--- src/rtl/drlp_pkg.sv ---
// Shared definitions for the MAC cluster datapath: activation/partial-sum
// widths, saturation limits, packer state encoding and the rounding
// right-shift with saturation used by the requantizer and the bias/ReLU path.
package drlp_pkg;

  localparam int DATA_WIDTH = 8;
  localparam int PSUM_WIDTH = DATA_WIDTH * 2 + 6;
  localparam int QMAX       = 2 ** (DATA_WIDTH - 1) - 1;
  localparam int QMIN       = -(2 ** (DATA_WIDTH - 1));

  typedef enum logic {
    PK_IDLE = 1'b0,
    PK_FILL = 1'b1
  } pack_state_e;

  typedef struct packed {
    logic                  sat;
    logic [DATA_WIDTH-1:0] q;
  } rq_result_t;

  // Round-half-up right shift by 'shift', then clamp to the activation range.
  // One extra bit of headroom keeps the rounding add from wrapping.
  function automatic rq_result_t sat_round(input logic [PSUM_WIDTH-1:0] sum,
                                           input logic [4:0]            shift);
    logic signed [PSUM_WIDTH:0] rnd;
    logic signed [PSUM_WIDTH:0] r;
    logic signed [PSUM_WIDTH:0] q;
    logic signed [PSUM_WIDTH:0] qmax_w;
    logic signed [PSUM_WIDTH:0] qmin_w;
    rq_result_t                 res;
    qmax_w = $signed((PSUM_WIDTH + 1)'(QMAX));
    qmin_w = $signed((PSUM_WIDTH + 1)'(QMIN));
    rnd    = '0;
    if (shift != 5'd0) begin
      rnd = $signed((PSUM_WIDTH + 1)'(1) << (shift - 5'd1));
    end
    r = $signed({sum[PSUM_WIDTH-1], sum}) + rnd;
    q = r >>> shift;
    if (q > qmax_w) begin
      res.sat = 1'b1;
      res.q   = DATA_WIDTH'(QMAX);
    end else if (q < qmin_w) begin
      res.sat = 1'b1;
      res.q   = DATA_WIDTH'(QMIN);
    end else begin
      res.sat = 1'b0;
      res.q   = q[DATA_WIDTH-1:0];
    end
    return res;
  endfunction

endpackage

--- src/rtl/sync_fifo.sv ---
// Show-ahead synchronous FIFO: the head entry is always visible on dout.
// A push into a full FIFO is still accepted when a pop happens in the same
// cycle, so a full FIFO can stream at one word per cycle.
module sync_fifo #(
  parameter int  WIDTH = 32,
  parameter int  DEPTH = 4,
  localparam int AW    = (DEPTH > 1) ? $clog2(DEPTH) : 1,
  localparam int CW    = $clog2(DEPTH + 1)
) (
  input  logic             clk,
  input  logic             rst,
  input  logic             push,
  input  logic             pop,
  input  logic [WIDTH-1:0] din,
  output logic [WIDTH-1:0] dout,
  output logic             full,
  output logic             empty,
  output logic [CW-1:0]    count
);

  logic [WIDTH-1:0] mem_q [DEPTH];
  logic [AW-1:0]    wr_ptr_q, wr_ptr_d;
  logic [AW-1:0]    rd_ptr_q, rd_ptr_d;
  logic [CW-1:0]    count_q, count_d;
  logic             wr_en;
  logic             rd_en;

  assign full  = (count_q == CW'(DEPTH));
  assign empty = (count_q == '0);
  assign count = count_q;
  assign dout  = mem_q[rd_ptr_q];

  assign wr_en = push && (!full || pop);
  assign rd_en = pop && !empty;

  // Pointer wrap and occupancy update.
  always_comb begin
    wr_ptr_d = wr_ptr_q;
    rd_ptr_d = rd_ptr_q;
    count_d  = count_q;
    if (wr_en) begin
      wr_ptr_d = (wr_ptr_q == AW'(DEPTH - 1)) ? '0 : wr_ptr_q + 1'b1;
    end
    if (rd_en) begin
      rd_ptr_d = (rd_ptr_q == AW'(DEPTH - 1)) ? '0 : rd_ptr_q + 1'b1;
    end
    if (wr_en && !rd_en) begin
      count_d = count_q + 1'b1;
    end else if (!wr_en && rd_en) begin
      count_d = count_q - 1'b1;
    end
  end

  // Pointer and occupancy registers.
  always_ff @(posedge clk) begin
    if (rst) begin
      wr_ptr_q <= '0;
      rd_ptr_q <= '0;
      count_q  <= '0;
    end else begin
      wr_ptr_q <= wr_ptr_d;
      rd_ptr_q <= rd_ptr_d;
      count_q  <= count_d;
    end
  end

  // Storage array; contents need no reset since empty gates their use.
  always_ff @(posedge clk) begin
    if (wr_en) begin
      mem_q[wr_ptr_q] <= din;
    end
  end

endmodule

--- src/rtl/psum_requantizer.sv ---
// Requantizes signed partial sums to activations (rounding shift + clamp),
// packs PACK activations per word and buffers words in a show-ahead FIFO.
// Optional feature: PSUM_REQUANT_MAXPOOL2_EN inserts a 2:1 max-pool stage
// between the quantizer and the packer.
module psum_requantizer
  import drlp_pkg::rq_result_t;
  import drlp_pkg::sat_round;
  import drlp_pkg::pack_state_e;
  import drlp_pkg::PK_IDLE;
  import drlp_pkg::PK_FILL;
#(
  parameter int DATA_WIDTH = drlp_pkg::DATA_WIDTH,
  parameter int IN_WIDTH   = drlp_pkg::PSUM_WIDTH,
  parameter int PACK       = 4,
  parameter int FIFO_DEPTH = 4
) (
  input  logic                       clk,
  input  logic                       rst,
  input  logic                       in_valid,
  input  logic [IN_WIDTH-1:0]        in_sum,
  input  logic                       in_last,
  input  logic [4:0]                 in_shift,
  output logic                       out_valid,
  input  logic                       out_ready,
  output logic [PACK*DATA_WIDTH-1:0] out_data,
  output logic                       out_stall,
  output logic                       out_sat,
  output logic                       out_overflow
);

  localparam int CNT_W = (PACK > 1) ? $clog2(PACK) : 1;
  localparam int FCW   = $clog2(FIFO_DEPTH + 1);
`ifdef PSUM_REQUANT_MAXPOOL2_EN
  localparam int STALL_MARGIN = 3;
`else
  localparam int STALL_MARGIN = 2;
`endif

  // ---------------- Stage Q: round, shift, saturate ----------------
  rq_result_t            rq_w;
  logic                  qv_q;
  logic [DATA_WIDTH-1:0] qdata_q;
  logic                  qlast_q;
  logic                  sat_q;

  assign rq_w = sat_round(in_sum, in_shift);

  // Register the quantized value and accumulate the sticky saturation flag.
  always_ff @(posedge clk) begin
    if (rst) begin
      qv_q    <= 1'b0;
      qdata_q <= '0;
      qlast_q <= 1'b0;
      sat_q   <= 1'b0;
    end else begin
      qv_q <= in_valid;
      if (in_valid) begin
        qdata_q <= rq_w.q;
        qlast_q <= in_last;
        if (rq_w.sat) begin
          sat_q <= 1'b1;
        end
      end
    end
  end

  // ---------------- Optional pool stage ----------------
  logic                  pk_valid;
  logic [DATA_WIDTH-1:0] pk_data;
  logic                  pk_last;

`ifdef PSUM_REQUANT_MAXPOOL2_EN
  logic                  pool_have_q;
  logic [DATA_WIDTH-1:0] pool_val_q;
  logic                  pv_q;
  logic [DATA_WIDTH-1:0] pdata_q;
  logic                  plast_q;

  // Pair consecutive values and forward the larger; a lone value ending a
  // row is forwarded as-is so the row still terminates.
  always_ff @(posedge clk) begin
    if (rst) begin
      pool_have_q <= 1'b0;
      pool_val_q  <= '0;
      pv_q        <= 1'b0;
      pdata_q     <= '0;
      plast_q     <= 1'b0;
    end else begin
      pv_q    <= 1'b0;
      plast_q <= 1'b0;
      if (qv_q) begin
        if (pool_have_q) begin
          pv_q        <= 1'b1;
          pdata_q     <= ($signed(qdata_q) > $signed(pool_val_q)) ? qdata_q : pool_val_q;
          plast_q     <= qlast_q;
          pool_have_q <= 1'b0;
        end else if (qlast_q) begin
          pv_q    <= 1'b1;
          pdata_q <= qdata_q;
          plast_q <= 1'b1;
        end else begin
          pool_have_q <= 1'b1;
          pool_val_q  <= qdata_q;
        end
      end
    end
  end

  assign pk_valid = pv_q;
  assign pk_data  = pdata_q;
  assign pk_last  = plast_q;
`else
  assign pk_valid = qv_q;
  assign pk_data  = qdata_q;
  assign pk_last  = qlast_q;
`endif

  // ---------------- Stage P: lane packer ----------------
  pack_state_e                           state_q, state_d;
  logic [CNT_W-1:0]                      cnt_q, cnt_d;
  logic [PACK-1:0][DATA_WIDTH-1:0]       lanes_q, lanes_d;
  logic [PACK-1:0][DATA_WIDTH-1:0]       word_w;
  logic [CNT_W-1:0]                      lane_idx;
  logic                                  push_w;

  // Insert the incoming value into the current lane; emit on the last lane
  // or at end of row. Lanes are cleared after every push so unwritten lanes
  // of a flushed word read as zero.
  always_comb begin
    state_d  = state_q;
    cnt_d    = cnt_q;
    lanes_d  = lanes_q;
    push_w   = 1'b0;
    lane_idx = (state_q == PK_IDLE) ? '0 : cnt_q;
    word_w   = lanes_q;
    if (pk_valid) begin
      word_w[lane_idx] = pk_data;
      if (pk_last || (lane_idx == CNT_W'(PACK - 1))) begin
        push_w  = 1'b1;
        cnt_d   = '0;
        lanes_d = '0;
        state_d = PK_IDLE;
      end else begin
        lanes_d = word_w;
        cnt_d   = lane_idx + 1'b1;
        state_d = PK_FILL;
      end
    end
  end

  // Packer state, lane counter and partial-word registers.
  always_ff @(posedge clk) begin
    if (rst) begin
      state_q <= PK_IDLE;
      cnt_q   <= '0;
      lanes_q <= '0;
    end else begin
      state_q <= state_d;
      cnt_q   <= cnt_d;
      lanes_q <= lanes_d;
    end
  end

  // ---------------- Output FIFO ----------------
  logic [PACK*DATA_WIDTH-1:0] fifo_dout;
  logic                       fifo_full;
  logic                       fifo_empty;
  logic [FCW-1:0]             fifo_count;
  logic                       pop_w;
  logic                       overflow_q;
  logic                       stall_q;

  assign pop_w = !fifo_empty && out_ready;

  sync_fifo #(
    .WIDTH(PACK * DATA_WIDTH),
    .DEPTH(FIFO_DEPTH)
  ) u_fifo (
    .clk  (clk),
    .rst  (rst),
    .push (push_w),
    .pop  (pop_w),
    .din  (word_w),
    .dout (fifo_dout),
    .full (fifo_full),
    .empty(fifo_empty),
    .count(fifo_count)
  );

  // Sticky drop flag and registered low-space warning for the controller.
  always_ff @(posedge clk) begin
    if (rst) begin
      overflow_q <= 1'b0;
      stall_q    <= 1'b0;
    end else begin
      if (push_w && fifo_full && !pop_w) begin
        overflow_q <= 1'b1;
      end
      stall_q <= ((FCW'(FIFO_DEPTH) - fifo_count) <= FCW'(STALL_MARGIN));
    end
  end

  assign out_valid    = !fifo_empty;
  assign out_data     = fifo_empty ? '0 : fifo_dout;
  assign out_stall    = stall_q;
  assign out_sat      = sat_q;
  assign out_overflow = overflow_q;

endmodule

--- config.mk ---
export PLATFORM = sky130hd
export DESIGN_NAME = psum_requantizer
export DESIGN_NICKNAME = d
export VERILOG_FILES = /design/src/rtl/drlp_pkg.sv /design/src/rtl/sync_fifo.sv /design/src/rtl/psum_requantizer.sv
export SDC_FILE = /design/constraint.sdc
export NUM_CORES = 1
export LEC_CHECK = 0
export CAP_MARGIN = 20
export CORE_AREA = 2 2 142 144
export CTS_BUF_LIST = sky130_fd_sc_hd__clkbuf_8 sky130_fd_sc_hd__clkbuf_16
export CTS_CLUSTER_SIZE = 28
export DETAILED_ROUTE_END_ITERATION = 10
export DIE_AREA = 0 0 144 146
export GPL_ROUTABILITY_DRIVEN = 0
export PLACE_DENSITY = 0.71
export SLEW_MARGIN = 30
export SYNTH_ARGS = -nofsm -noshare
export SYNTH_HDL_FRONTEND = slang
export SYNTH_SLANG_ARGS = --single-unit
--- constraint.sdc ---
create_clock -name clk -period 11 [get_ports clk]
set_clock_uncertainty 0.05 [all_clocks]
set_input_delay 1.1 -clock clk [delete_from_list [all_inputs] [get_ports clk]]
set_output_delay 1.1 -clock clk [all_outputs]
set_load 0.005 [all_outputs]
==> metrics.yaml, run 1 <==
outcome: "finished, final reports clean"
placed_area_sq_um: 11700
peakVddDrop_mv: 0.131
pwr-share-comb_pct: 29.2
port_buffers: 67
fp.dieW_um: 144
yosys_warnings: 0
overflow: 0
dieArea_sq_um: 21000
cap_violations: 0
die_h_um: 146
seq_area_sq_um: 4990
fin_crit_ns: 6.47
drtIter0Drc: 659
seq_power_share_pct: 40.0
swShare_pct: 29.4
ios: 68
drc_errors: 0
rsz0062_at_grt: "false"
core_sq_um: 19300
cts-buffers-inserted: 17
syn_avg_cell_area_sq_um: 11.3
start_util_pct: 55.8
crit_fanout: 20
cts_tree: "yes"
cp_top_family: "compound AO/OA/AOI/OAI gates"
clkPwrFrac_pct: 30.9
synth-seq-area-share_pct: 46.2
diodes: 0
fin_tns_setup_ns: 0
power_density_nw_per_um2: 158
multiInputGateArea_sq_um: 5490
start_kind: "input port"
routed_wl_mm: 24.8
worstSkewPairLatency_ns: 0.43
layout_common_cells: "128 x edfxtp_1, 96 x nor2_1, 67 x clkdlybuf4s50_1"
grt_use_total_pct: 24.3
clk_pin_slew_ns: 0.07
period_share_pct: 58.9
fin_area_sq_um: 12200
drive_gt1_share_pct: 16.6
drt-pass1-iter-count: 5
fmax_mhz: 154
critPathSlowestCell: "clkdlybuf4s50_1"
cts_root_buffer: "clkbuf_16"
slowest_delay_ns: 0.94
finalSetupViolCount: 0
synth_area_sq_um: 10800
numClockSinks: 185
ctsResizeCount: 0
viasPerCell: 6.10
wl_per_cell_um: 19.3
worstPathCellList: "clkdlybuf4s50_1 > clkinv_1 > nor2_1 > nand2_1 > nor2_1 > ha_1 > a21oi_1 > o21ai_0 > nor3_1 > a21oi_1 > xnor2_1 > o2bb2ai_1 > a211o_1 > o221ai_1 > a21oi_2 > nor4_4 > a211oi_4 > a221o_1"
antenna_found_initial: 1
area_growth_pct: 13.5
p_sw_mw: 0.569
ys_ff_latch: 185
fillerInstances: 1520
cp.required_ns: 11.26
grt_pass1_wl_mm: 39.8
grt_max_degree: 39
hold_path.class: "reg2reg"
leakage_nw: 4.43
critical_path_class: "in2reg"
synth_edf_count: 128
finalHoldViolCount: 0
async_reset_ff_share_pct: 0
grt_pass1_vias: 7537
rows: 51
final_common_cell: "edfxtp_1"
nets: 1076
endpoint_kind: "register"
hpwl_mm: 17.0
clock_path_buffers: 2
ys.flop_type: "edfxtp_1"
syn_inst: 958
ys_types: 104
p_int_mw: 1.37
cts_max_level: 4
synth_nets: 1028
cts_hold_buf: 0
ant_nets: 0
slew_headroom_pct: 39.1
worstMarginPinSlew_ns: 0.913
num_vias: 7833
post_cts_buffers: 0
critical_path_buf_inv_count: 2
maxSlewViolCount: 0
crit_arrival_ns: 6.74
area by class of cell:
class / count / area share, %
Tap cell: 265 / 2.71
Clock inverter: 15 / 1.36
Multi-Input combinational cell: 699 / 44.8
Timing Repair Buffer: 79 / 6.21
Clock buffer: 17 / 3.47
Sequential cell: 185 / 40.7
Inverter: 24 / 0.735
synth_stat cells, types with 6 or more instances:
cell type / count / area [sq um]
xnor2_1: 11 / 96.3
clkbuf_1: 24 / 90.1
o21ai_1: 6 / 30.0
nand3_1: 18 / 90.1
o22ai_1: 6 / 37.5
o21ai_0: 28 / 140
and2_1: 40 / 250
buf_2: 10 / 50.1
o21a_1: 8 / 60.1
inv_1: 21 / 78.8
a211oi_1: 15 / 113
dfxtp_1: 57 / 1140
nand2b_1: 9 / 56.3
or3_1: 8 / 50.1
mux2_2: 34 / 383
a21o_1: 10 / 75.1
edfxtp_1: 128 / 3840
nor2b_1: 37 / 231
nand2_1: 57 / 214
mux4_2: 32 / 721
nor2_1: 96 / 360
o211ai_1: 8 / 60.1
a21oi_1: 43 / 215
mux2i_1: 22 / 220
nor3_1: 20 / 100
nand4_1: 10 / 62.6
ha_1: 36 / 450
buf_1: 9 / 33.8
a221o_1: 9 / 90.1
worst paths after layout:
kind / slack (ns) / cells past startpoint / end / from
hold / removal: 0.45 / 2 / state_q$_SDFFE_PP0P_ / state_q$_SDFFE_PP0P_
setup / recovery: 4.53 / 18 / pk_data[3]$_SDFFE_PP0P_ / in_shift[3]
hold reg to reg: 0.45 / 2 / state_q$_SDFFE_PP0P_ / state_q$_SDFFE_PP0P_
setup reg to reg: 7.08 / 12 / u_fifo.count[2]$_SDFFE_PP0P_ / u_fifo.count[0]$_SDFFE_PP0P_
sequential cells by signal, summed over array words and instances (netlist names), named ones only:
| name | flops |
|---|---|
| u_fifo.wr_ptr_q | 2 |
| u_fifo.rd_ptr_q | 2 |
| u_fifo.count | 3 |
| pk_valid | 1 |
| out_overflow | 1 |
| pk_data | 8 |
| cnt_q | 2 |
| lanes_q | 32 |
| pk_last | 1 |
| u_fifo.mem_q | 128 |
| state_q | 1 |
| out_sat | 1 |
| out_stall | 1 |
power by group through the flow:
stage / logic (mW) / clock network (mW) / registers [mW]
6_report: 0.564 / 0.597 / 0.774
5_1_grt: 0.623 / 0.636 / 0.776
4_1_cts: 0.573 / 0.610 / 0.774
3_5_place_dp: 0.568 / 0 / 0.790
3_3_place_gp: 0.565 / 0 / 0.789
2_1_floorplan: 0.349 / 0 / 0.782
metal layers:
metal | global-route usage, % | vias to the layer above | share of wire (%)
met1 | 35.0 | 3779 | 45
met3 | 3.72 | 34 | 6.2
li1 | - | 3738 | -
met2 | 38.5 | 280 | 47
met4 | 6.23 | 2 | 1.6
met5 | 0 | - | 0.052
cell families after synthesis:
kind of cell | share of synthesized area [%]
simple gates | 16.0
compound gates | 16.2
flops | 46.2
mux | 12.8
buf+inv | 2.98
fa+ha+maj | 4.54
xor+xnor | 1.30
per-stage QoR:
step / hold slack [ns] / util, % / total power, mW / cells / setup WS [ns]
after detailed placement: 0.435 / 60.3 / 1.36 / 1252 / 4.22
final: 0.448 / 63.4 / 1.93 / 1284 / 4.53
after global routing: 0.474 / 63.4 / 2.03 / 1284 / 4.07
after global placement: 0.427 / 60.3 / 1.35 / 1252 / 4.17
after floorplan: 0.406 / - / 1.13 / 958 / 5.50
after CTS: 0.453 / 63.4 / 1.96 / 1284 / 4.66
worst register-to-register path, cell delays in order, from the launching register on:
cell	delay, ns
dfxtp_1	0.40
inv_1	0.08
ha_1	0.22
ha_1	0.17
inv_1	0.65
nand2_1	0.36
a21oi_1	0.57
ha_1	0.29
inv_1	0.06
fa_1	0.38
xor2_1	0.18
or3_1	0.30
a21oi_1	0.13
Note: power is estimated with default switching activity, not from simulation.
==> run 2: changes to the inputs <==
Settings changed: CORE_AREA 2 2 142 144 to 2 2 145 147, DIE_AREA 0 0 144 146 to 0 0 147 149, PLACE_DENSITY 0.71 to 0.72.
Clock period 11 ns to 5.8 ns, I/O delays scaled along.
==> run 2 against run 1 <==
Effect of this change:
- global-route usage down 0.14 points
- worst setup slack worse by 3.8 ns
- count of clock-buffer cells in the layout unchanged
- clock power up 86%
- first-iteration DRC count up 5.8%
- cell area up 0.87%
- critical path depth down 1
- highest routed layer is now met4
- wire length up 4.0%
- sequential cell count unchanged
- combinational power up 93%
- largest cell class unchanged
- critical endpoint unchanged
- largest power group unchanged
- final cell count up 1.9%
- sequential power up 90%
==> metrics.yaml, run 2 (synthesis results as in run 1) <==
outcome: "finished, final reports clean"
whs_ns: 0.440  # -0.00749 ns
drc_errors: 0  # unchanged
period_share_pct: 88.1
largest_reg_flops: 128  # unchanged
clk_pin_slew_ns: 0.07  # about the same
ant_nets: 0  # unchanged
fin_crit_ns: 5.11
largest-register: "u_fifo.mem_q"
drtIter0Drc: 697  # +5.8%
grt_pass1_vias: 7839  # +4.0%
diodes: 0  # unchanged
rows: 53  # +3.9%
slew_headroom_pct: 38.1  # -0.92 points
maxSlewViolCount: 0  # unchanged
endpoint_kind: "register"
start_kind: "input port"
worstSkewPairLatency_ns: 0.43  # about the same
cts_max_level: 4  # unchanged
final_common_cell: "edfxtp_1"
routed_wl_mm: 25.8  # +4.0%
cts-buffers-inserted: 17  # unchanged
grt_pass1_wl_mm: 41.6  # +4.7%
ctsResizeCount: 0  # unchanged
postLayoutCoreUtil_pct: 60.1  # -3.2 points
wl_per_cell_um: 19.7  # +2.0%
start_util_pct: 52.5  # -3.3 points
core_sq_um: 20600  # +6.3%
cts_hold_buf: 0  # unchanged
hold_path.class: "reg2reg"
crit_arrival_ns: 5.37  # -1.37 ns
clock_path_buffers: 2  # unchanged
cp.required_ns: 6.06  # -5.20 ns
overflow: 0  # unchanged
fp.dieW_um: 147  # +2.1%
port_buffers: 67  # unchanged
fin_tns_setup_ns: 0  # unchanged
num_vias: 8065  # +3.0%
leakage_nw: 4.48  # +1.2%
grt_use_total_pct: 24.1  # -0.14 points
cts_root_buffer: "clkbuf_16"
numClockSinks: 185  # unchanged
power_density_nw_per_um2: 297  # +88%
drive_gt1_share_pct: 17.9  # +1.3 points
die_h_um: 149  # +2.1%
layout_common_cells: "128 x edfxtp_1, 96 x nor2_1, 67 x clkdlybuf4s50_1"
ios: 68  # unchanged
nets: 1091  # +1.4%
cap_violations: 0  # unchanged
peakVddDrop_mv: 0.244  # +86%
cts_tree: "yes"
hpwl_mm: 18.0  # +6.2%
post_cts_buffers: 0  # unchanged
grt_max_degree: 35  # -10%
worstMarginPinSlew_ns: 0.928  # +0.0148 ns
antenna_found_initial: 0  # -1
fillerInstances: 1689  # +11%
viasPerCell: 6.16  # +1.0%
dieArea_sq_um: 21900  # +4.2%
area_growth_pct: 14.5
crit_fanout: 10  # -50%
drt-pass1-iter-count: 8  # +3
finalSetupViolCount: 0  # unchanged
rsz0062_at_grt: "false"
fmax_mhz: 196
finalHoldViolCount: 0  # unchanged
critical_path_class: "in2reg"
## run 2: stage by stage
| step | cell area (sq um) | setup slack (ns) | power [mW] | instances |
|---|---|---|---|---|
| after global placement | 11800 | 0.405 | 2.59 | 1277 |
| after CTS | 12400 | 0.785 | 3.70 | 1309 |
| after detailed placement | 11800 | 0.333 | 2.60 | 1277 |
| final | 12400 | 0.693 | 3.67 | 1309 |
| after floorplan | 10800 | 0.817 | 2.14 | 958 |
| after global routing | 12400 | 0.394 | 3.85 | 1309 |
## run 2: worst max-delay path, stage by stage
cell and delay (ns):
clkdlybuf4s50_1 0.78, nand2_1 0.31, nor2_1 0.21, ha_1 0.19, inv_1 0.05, fa_1 0.39
nand2b_1 0.21, a21oi_4 0.26, o21ai_2 0.21, a2111oi_2 0.51, a211oi_4 0.13, a221oi_2 0.43
nor3b_1 0.28, a31oi_2 0.08, nor4_4 0.32, a211oi_4 0.14, a221o_1 0.28
## run 2: where the power goes
part	internal [mW]	total, mW	switching [mW]
clock network	0.601	1.11	0.508
logic	0.586	1.09	0.500
registers	1.44	1.47	0.0359
total	2.62	3.67	1.04
## run 2: area by class of cell
cell class | instances | area (sq um) | area share (%)
multi-input cells | 699 | 5490 | 44.5
flip-flops and latches | 185 | 4990 | 40.4
repair buffers | 94 | 873 | 7.07
clock buffers | 17 | 425 | 3.44
well taps | 275 | 344 | 2.78
clock inverters | 15 | 144 | 1.16
inverters | 24 | 90.1 | 0.729
## run 2: final timing paths
path,endpoint,depth (start not counted),slack (ns),startpoint
max,pk_data[3]$_SDFFE_PP0P_,17,0.69,in_shift[0]
min,out_overflow$_SDFFE_PP0P_,2,0.44,out_overflow$_SDFFE_PP0P_
max reg2reg,u_fifo.count[2]$_SDFFE_PP0P_,13,2.38,u_fifo.count[0]$_SDFFE_PP0P_
min reg2reg,out_overflow$_SDFFE_PP0P_,2,0.44,out_overflow$_SDFFE_PP0P_
## run 2: layer usage
metal	up-vias	share of wire, %	global-route usage [%]
met1	3910	44	32.4
met4	0	2.3	7.02
li1	3767	-	-
met3	57	5.8	3.76
met2	331	48	41.0
met5	-	0	0
